[config.mk]
export PLATFORM = sky130hd
export DESIGN_NAME = pc_seq_flat
export DESIGN_NICKNAME = d
export VERILOG_FILES = /design/src/rtl/pc_seq_pkg.sv /design/src/rtl/pc_seq_if.sv /design/src/rtl/pc_ras.sv /design/src/rtl/pc_seq.sv /design/src/flat_wrapper.sv
export SDC_FILE = /design/constraint.sdc
export NUM_CORES = 1
export LEC_CHECK = 0
export ABC_AREA = 1
export CORE_MARGIN = 2
export CORE_UTILIZATION = 60
export CTS_BUF_LIST = sky130_fd_sc_hd__clkbuf_4 sky130_fd_sc_hd__clkbuf_8
export DETAILED_ROUTE_END_ITERATION = 8
export DONT_BUFFER_PORTS = 1
export GPL_TIMING_DRIVEN = 0
export PLACE_DENSITY = 0.75
export SYNTH_ARGS = -nofsm -noshare
export SYNTH_HDL_FRONTEND = slang
export SYNTH_SLANG_ARGS = --single-unit
[constraint.sdc]
create_clock -name clk -period 6.3 [get_ports clk]
set_input_delay 0.315 -clock clk [delete_from_list [all_inputs] [get_ports clk]]
set_output_delay 0.315 -clock clk [all_outputs]
set_load 0.02 [all_outputs]
[src/rtl/pc_seq_pkg.sv]
// Shared types for the fetch-stage program-counter sequencer.
package pc_seq_pkg;

    // Sequencer mode: hold at the reset vector, then fetch.
    typedef enum logic {
        ST_WARMUP = 1'b0,
        ST_RUN    = 1'b1
    } state_e;

    // Source of the next program counter.
    typedef enum logic [1:0] {
        SEL_HOLD = 2'd0,
        SEL_SEQ  = 2'd1,
        SEL_JUMP = 2'd2,
        SEL_RET  = 2'd3
    } sel_e;

endpackage

[src/rtl/pc_seq_if.sv]
// Fetch control bus between the PC sequencer and its fetch-stage client.
interface pc_seq_if #(
    parameter int unsigned ADDR_W    = 16,
    parameter int unsigned RAS_DEPTH = 4
);
    localparam int unsigned CNT_W = $clog2(RAS_DEPTH) + 1;

    logic              stall;
    logic              branch_taken;
    logic              call;
    logic              ret;
    logic [ADDR_W-1:0] w_instruction_address;
    logic [ADDR_W-1:0] pc_out;
    logic              pc_valid;
    logic [CNT_W-1:0]  ras_count;
    logic              ras_overflow;
    logic              ras_underflow;

    modport master (
        output stall, branch_taken, call, ret, w_instruction_address,
        input  pc_out, pc_valid, ras_count, ras_overflow, ras_underflow
    );

    modport slave (
        input  stall, branch_taken, call, ret, w_instruction_address,
        output pc_out, pc_valid, ras_count, ras_overflow, ras_underflow
    );
endinterface

[src/rtl/pc_ras.sv]
// Circular return-address stack; a push while full overwrites the oldest entry.
module pc_ras #(
    parameter int unsigned ADDR_W    = 16,
    parameter int unsigned RAS_DEPTH = 4
) (
    input  logic                             clk,
    input  logic                             reset_n,
    input  logic                             i_push,
    input  logic                             i_pop,
    input  logic [ADDR_W-1:0]                i_data,
    output logic [ADDR_W-1:0]                o_data_c,
    output logic [$clog2(RAS_DEPTH):0]       o_count,
    output logic                             o_full_c,
    output logic                             o_empty_c
);
    localparam int unsigned PTR_W = $clog2(RAS_DEPTH);
    localparam int unsigned CNT_W = PTR_W + 1;

    logic [ADDR_W-1:0] r_mem [RAS_DEPTH];
    logic [PTR_W-1:0]  r_ptr;
    logic [CNT_W-1:0]  r_count;
    logic [PTR_W-1:0]  w_top;

    // r_ptr is the next write slot; the top of stack sits just below it.
    assign w_top     = r_ptr - 1'b1;
    assign o_data_c  = r_mem[w_top];
    assign o_count   = r_count;
    assign o_full_c  = (r_count == CNT_W'(RAS_DEPTH));
    assign o_empty_c = (r_count == '0);

    // Entry storage; contents are don't-care after reset, so no reset here.
    always_ff @(posedge clk) begin
        if (i_push) begin
            r_mem[r_ptr] <= i_data;
        end
    end

    // Pointer and occupancy; the count saturates at depth on overwrite.
    always_ff @(posedge clk or negedge reset_n) begin
        if (!reset_n) begin
            r_ptr   <= '0;
            r_count <= '0;
        end else if (i_push) begin
            r_ptr <= r_ptr + 1'b1;
            if (!o_full_c) begin
                r_count <= r_count + 1'b1;
            end
        end else if (i_pop && !o_empty_c) begin
            r_ptr   <= r_ptr - 1'b1;
            r_count <= r_count - 1'b1;
        end
    end
endmodule

[src/rtl/pc_seq.sv]
// Fetch-stage program counter with warm-up hold, stall, branch and call/return.
module pc_seq
    import pc_seq_pkg::*;
#(
    parameter int unsigned       ADDR_W    = 16,
    parameter logic [ADDR_W-1:0] RESET_VEC = '0,
    parameter int unsigned       STEP      = 1,
    parameter int unsigned       WARMUP    = 1,
    parameter int unsigned       RAS_DEPTH = 4
) (
    input  logic     clk,
    input  logic     reset_n,
    pc_seq_if.slave  bus
);
    localparam int unsigned CNT_W  = $clog2(RAS_DEPTH) + 1;
    localparam int unsigned WCNT_W = (WARMUP > 1) ? $clog2(WARMUP) : 1;
    localparam int unsigned WLAST  = (WARMUP > 0) ? WARMUP - 1 : 0;

    state_e             r_state;
    logic [WCNT_W-1:0]  r_wcnt;
    logic [ADDR_W-1:0]  r_pc;
    logic               r_valid;
    logic               r_ovf;
    logic               r_unf;

    sel_e               w_sel;
    logic               w_push;
    logic               w_pop;
    logic               w_ret_empty;
    logic [ADDR_W-1:0]  w_seq;
    logic [ADDR_W-1:0]  w_ras_data;
    logic [CNT_W-1:0]   w_ras_count;
    logic               w_ras_full;
    logic               w_ras_empty;

    assign w_seq = r_pc + ADDR_W'(STEP);

    pc_ras #(
        .ADDR_W    (ADDR_W),
        .RAS_DEPTH (RAS_DEPTH)
    ) u_ras (
        .clk       (clk),
        .reset_n   (reset_n),
        .i_push    (w_push),
        .i_pop     (w_pop),
        .i_data    (w_seq),
        .o_data_c  (w_ras_data),
        .o_count   (w_ras_count),
        .o_full_c  (w_ras_full),
        .o_empty_c (w_ras_empty)
    );

    // Next-PC source by priority: stall > ret > call > branch > sequential.
    always_comb begin
        w_sel       = SEL_HOLD;
        w_push      = 1'b0;
        w_pop       = 1'b0;
        w_ret_empty = 1'b0;
        if (r_state == ST_RUN && !bus.stall) begin
            if (bus.ret) begin
                if (w_ras_empty) begin
                    w_sel       = SEL_SEQ;
                    w_ret_empty = 1'b1;
                end else begin
                    w_sel = SEL_RET;
                    w_pop = 1'b1;
                end
            end else if (bus.call) begin
                w_sel  = SEL_JUMP;
                w_push = 1'b1;
            end else if (bus.branch_taken) begin
                w_sel = SEL_JUMP;
            end else begin
                w_sel = SEL_SEQ;
            end
        end
    end

    // Mode FSM, PC register and sticky stack-error flags.
    always_ff @(posedge clk or negedge reset_n) begin
        if (!reset_n) begin
            r_state <= (WARMUP == 0) ? ST_RUN : ST_WARMUP;
            r_wcnt  <= '0;
            r_pc    <= RESET_VEC;
            r_valid <= (WARMUP == 0);
            r_ovf   <= 1'b0;
            r_unf   <= 1'b0;
        end else begin
            case (r_state)
                ST_WARMUP: begin
                    r_wcnt <= r_wcnt + 1'b1;
                    if (r_wcnt == WCNT_W'(WLAST)) begin
                        r_state <= ST_RUN;
                        r_valid <= 1'b1;
                    end
                end
                ST_RUN: begin
                    case (w_sel)
                        SEL_SEQ:  r_pc <= w_seq;
                        SEL_JUMP: r_pc <= bus.w_instruction_address;
                        SEL_RET:  r_pc <= w_ras_data;
                        default:  r_pc <= r_pc;
                    endcase
                    if (w_push && w_ras_full) begin
                        r_ovf <= 1'b1;
                    end
                    if (w_ret_empty) begin
                        r_unf <= 1'b1;
                    end
                end
                default: r_state <= ST_WARMUP;
            endcase
        end
    end

    assign bus.pc_out        = r_pc;
    assign bus.pc_valid      = r_valid;
    assign bus.ras_count     = w_ras_count;
    assign bus.ras_overflow  = r_ovf;
    assign bus.ras_underflow = r_unf;
endmodule

[src/flat_wrapper.sv]
// flat-port wrapper written by rule: the top's interface ports become plain ports
module pc_seq_flat import pc_seq_pkg::*;
#(
    parameter int unsigned       ADDR_W    = 16,
    parameter logic [ADDR_W-1:0] RESET_VEC = '0,
    parameter int unsigned       STEP      = 1,
    parameter int unsigned       WARMUP    = 1,
    parameter int unsigned       RAS_DEPTH = 4
)
  (clk, reset_n, bus_stall, bus_branch_taken, bus_call, bus_ret, bus_w_instruction_address, bus_pc_out, bus_pc_valid, bus_ras_count, bus_ras_overflow, bus_ras_underflow);
  pc_seq_if #(.ADDR_W(ADDR_W), .RAS_DEPTH(RAS_DEPTH)) bus_i ();
  input  logic clk;
  input  logic reset_n;
  input wire logic [$bits(bus_i.stall)-1:0] bus_stall;
  input wire logic [$bits(bus_i.branch_taken)-1:0] bus_branch_taken;
  input wire logic [$bits(bus_i.call)-1:0] bus_call;
  input wire logic [$bits(bus_i.ret)-1:0] bus_ret;
  input wire logic [$bits(bus_i.w_instruction_address)-1:0] bus_w_instruction_address;
  output wire logic [$bits(bus_i.pc_out)-1:0] bus_pc_out;
  output wire logic [$bits(bus_i.pc_valid)-1:0] bus_pc_valid;
  output wire logic [$bits(bus_i.ras_count)-1:0] bus_ras_count;
  output wire logic [$bits(bus_i.ras_overflow)-1:0] bus_ras_overflow;
  output wire logic [$bits(bus_i.ras_underflow)-1:0] bus_ras_underflow;
  assign bus_i.stall = bus_stall;
  assign bus_i.branch_taken = bus_branch_taken;
  assign bus_i.call = bus_call;
  assign bus_i.ret = bus_ret;
  assign bus_i.w_instruction_address = bus_w_instruction_address;
  assign bus_pc_out = bus_i.pc_out;
  assign bus_pc_valid = bus_i.pc_valid;
  assign bus_ras_count = bus_i.ras_count;
  assign bus_ras_overflow = bus_i.ras_overflow;
  assign bus_ras_underflow = bus_i.ras_underflow;
  pc_seq #(.ADDR_W(ADDR_W), .RESET_VEC(RESET_VEC), .STEP(STEP), .WARMUP(WARMUP), .RAS_DEPTH(RAS_DEPTH)) u_core (.clk(clk), .reset_n(reset_n), .bus(bus_i));
endmodule
==> results.json <==
{
  "outcome": "complete, no violations",
  "cts_root_buffer": "clkbuf_8",
  "required_ns": 6.52,
  "hp-class": "input pin to flip-flop",
  "groute.usage.overall": 0.288,
  "slew_violations": 0,
  "period_minus_slack_ns": 2.56,
  "seq_area_frac_synth": 0.598,
  "routed_wl_um": 10100,
  "combPwrFrac": 0.381,
  "post-route-period-util": 0.406,
  "fp.coreArea_um2": 6870,
  "maxCapViolCount": 0,
  "hp-start": "bus_ret",
  "hold_buffers": 2,
  "syn_area_um2": 4300,
  "die_h_um": 88.7,
  "portBuffers": 0,
  "p_leak_nw": 1.94,
  "cts_max_path_buffers": 2,
  "multi_input_area_um2": 1470,
  "crit_path_max_fanout": 11,
  "rsz0062_at_grt": "no",
  "drt_iter0_drc": 328,
  "pre_cts_ws_ns": 3.78,
  "p_switching_mw": 0.916,
  "grt_remaining_overflow": 0,
  "crit_chain": "buf_2 > inv_1 > buf_2 > ha_1 > buf_1 > nor2_1 > o21ai_0 > nand2_1 > a21oi_1 > a21oi_1",
  "cpPeakStageDelay_ns": 0.48,
  "mostFrequentLayoutCells": "nand2_1, nor2_1, edfxtp_1",
  "tightest_slew_ns": 0.643,
  "p_int_mw": 1.20,
  "die-area_um2": 7860,
  "fp-row-count": 30,
  "path_clk_slew_ns": 0.08,
  "grt_pass1_wl_um": 16400,
  "crit_family": "buffers and inverters",
  "cp.arrival_ns": 2.77,
  "synth_ff_type": "edfxtp_1",
  "vias": 3164,
  "fmax_ghz": 0.391,
  "grt_max_degree": 27,
  "worstPathBufferInverterCount": 4,
  "first_pass_iters": 7,
  "regArea_um2": 2570,
  "drt.antenna.violating_nets": 0,
  "cts_resized": 0,
  "layout.cells.most_common": "nand2_1",
  "ys_ff_latch": 90,
  "cp_slowest_cell": "buf_1",
  "antenna_found_initial": 0,
  "postSynthAreaPerCell_um2": 9.64,
  "finalHoldViolCount": 0,
  "wl_per_cell_um": 18.0,
  "cts_buffers": 9,
  "setup_viol": 0,
  "grt_pass1_vias": 3271,
  "start_kind": "flip-flop",
  "cts_tree": "built",
  "fin_nets": 491,
  "start_util": 0.626,
  "antenna_cells": 0,
  "synth_edf_count": 64,
  "p_clk_frac": 0.162,
  "syn_to_final_growth_pct": 9.08,
  "clkSinkCount": 90,
  "drc": 0,
  "r2r_start": "u_core.u_ras.r_ptr[0]",
  "tns_ns": 0,
  "ios": 44,
  "crit_start": "u_core.u_ras.r_ptr[0]",
  "drive_above_1_share": 0.0962,
  "synth_cell_types": 33,
  "ir_drop_v": 0.000266,
  "post_cts_buffers": 0,
  "synthesis.nets": 474,
  "synth_cells": 446,
  "synthArstFlopShare": 0.289,
  "fill_cells": 540,
  "relSlewSlack": 0.572,
  "via_per_inst": 5.61,
  "yosys_warnings": 0,
  "place.gp.congestion": 0.899,
  "seq_power_share": 0.457,
  "fin_ws_ns": 3.74,
  "worstSkewPairLatency_ns": 0.35,
  "fin_worst_skew_ns": 0.00832,
  "place_hpwl_um": 7100,
  "power.density_nw_per_um2": 452,
  "cts_max_level": 3,
  "die_w_um": 88.7,
  "end_kind": "flip-flop",
  "crit_type": "flip-flop to flip-flop",
  "switching_share": 0.432
}
==> metrics by stage <==
stage	utilization	power, mW	cell area (um^2)	cells	hold slack [ns]
6_report	0.683	2.12	4690	564	0.148
5_1_grt	0.683	2.28	4690	564	0.140
4_1_cts	0.683	2.12	4690	564	0.140
3_5_place_dp	0.654	1.77	4490	546	0.0199
3_3_place_gp	0.644	1.73	4420	542	0.0200
2_1_floorplan	-	1.53	4300	446	0.0194
==> cell families (layout without fill, tap and decap cells) <==
family,count (synthesis),in the layout,share of synthesized area
DFF,90,90,0.598
adders and majority gates,6,6,0.0192
xor gates and xnor gates,10,10,0.0204
AOI/OAI and AO/OA,83,83,0.105
and+or+nand+nor,192,192,0.194
buffers and inverters,65,87,0.0634
==> cell type report <==
type,count,share of cell area
clock inverters,5,0.00667
well taps,96,0.0256
inverters,50,0.0405
multi-input cells,291,0.313
plain buffers,15,0.0176
flip-flops and latches,90,0.548
repair buffers,6,0.0192
clock buffers,11,0.0296
==> worst paths after layout <==
kind,endpoint,slack (ns),cells after the start
min reg2reg,u_core.r_state,0.45,1
min,u_core.bus.ras_underflow,0.15,2
min in group asynchronous,u_core.u_ras.o_count[1],0.38,2
max,u_core.bus.pc_out[10],3.74,10
max in group asynchronous,u_core.bus.pc_out[15],5.74,2
max reg2reg,u_core.bus.pc_out[10],3.74,10
==> metal layers <==
layer,GRT usage,wire (um)
met5,0,0
met4,0.140,302
met3,0.0569,695
met2,0.459,4850
met1,0.382,4300
==> cell usage after synthesis, types with 2 or more instances <==
cell type / number / share of area
xnor2_1: 4 / 0.0081
o21ai_1: 6 / 0.0070
o21bai_1: 2 / 0.0035
nor2_8: 3 / 0.014
nand3_1: 18 / 0.021
buf_6: 2 / 0.0052
buf_2: 6 / 0.0070
ha_1: 5 / 0.015
o21ai_0: 34 / 0.040
dfrtp_1: 26 / 0.15
nand4_1: 3 / 0.0044
edfxtp_1: 64 / 0.45
inv_1: 48 / 0.042
nand2_1: 86 / 0.075
a21oi_1: 30 / 0.035
and2_1: 3 / 0.0044
xor2_1: 6 / 0.012
clkbuf_1: 5 / 0.0044
nor2_1: 74 / 0.065
o21ai_2: 2 / 0.0041
o211ai_1: 7 / 0.012
==> power groups by stage <==
stage               Sequential [mW]  Combinational (mW)  Clock, mW
CTS                           0.969               0.800      0.347
detailed placement            0.982               0.789          0
finish                        0.968               0.807      0.343
global route                  0.983               0.922      0.371
floorplan                     0.952               0.575          0
global placement              0.978               0.756          0
==> state kept, by name (all words and copies together) (netlist names) <==
name and count:
u_core.bus.pc_valid 1, u_core.u_ras.r_ptr 2, u_core.u_ras.r_mem 64, u_core.bus.ras_overflow 1
u_core.r_wcnt 1, u_core.bus.ras_underflow 1, u_core.r_state 1, u_core.u_ras.o_count 3
u_core.bus.pc_out 16
Note: power is estimated with default switching activity, not from simulation.
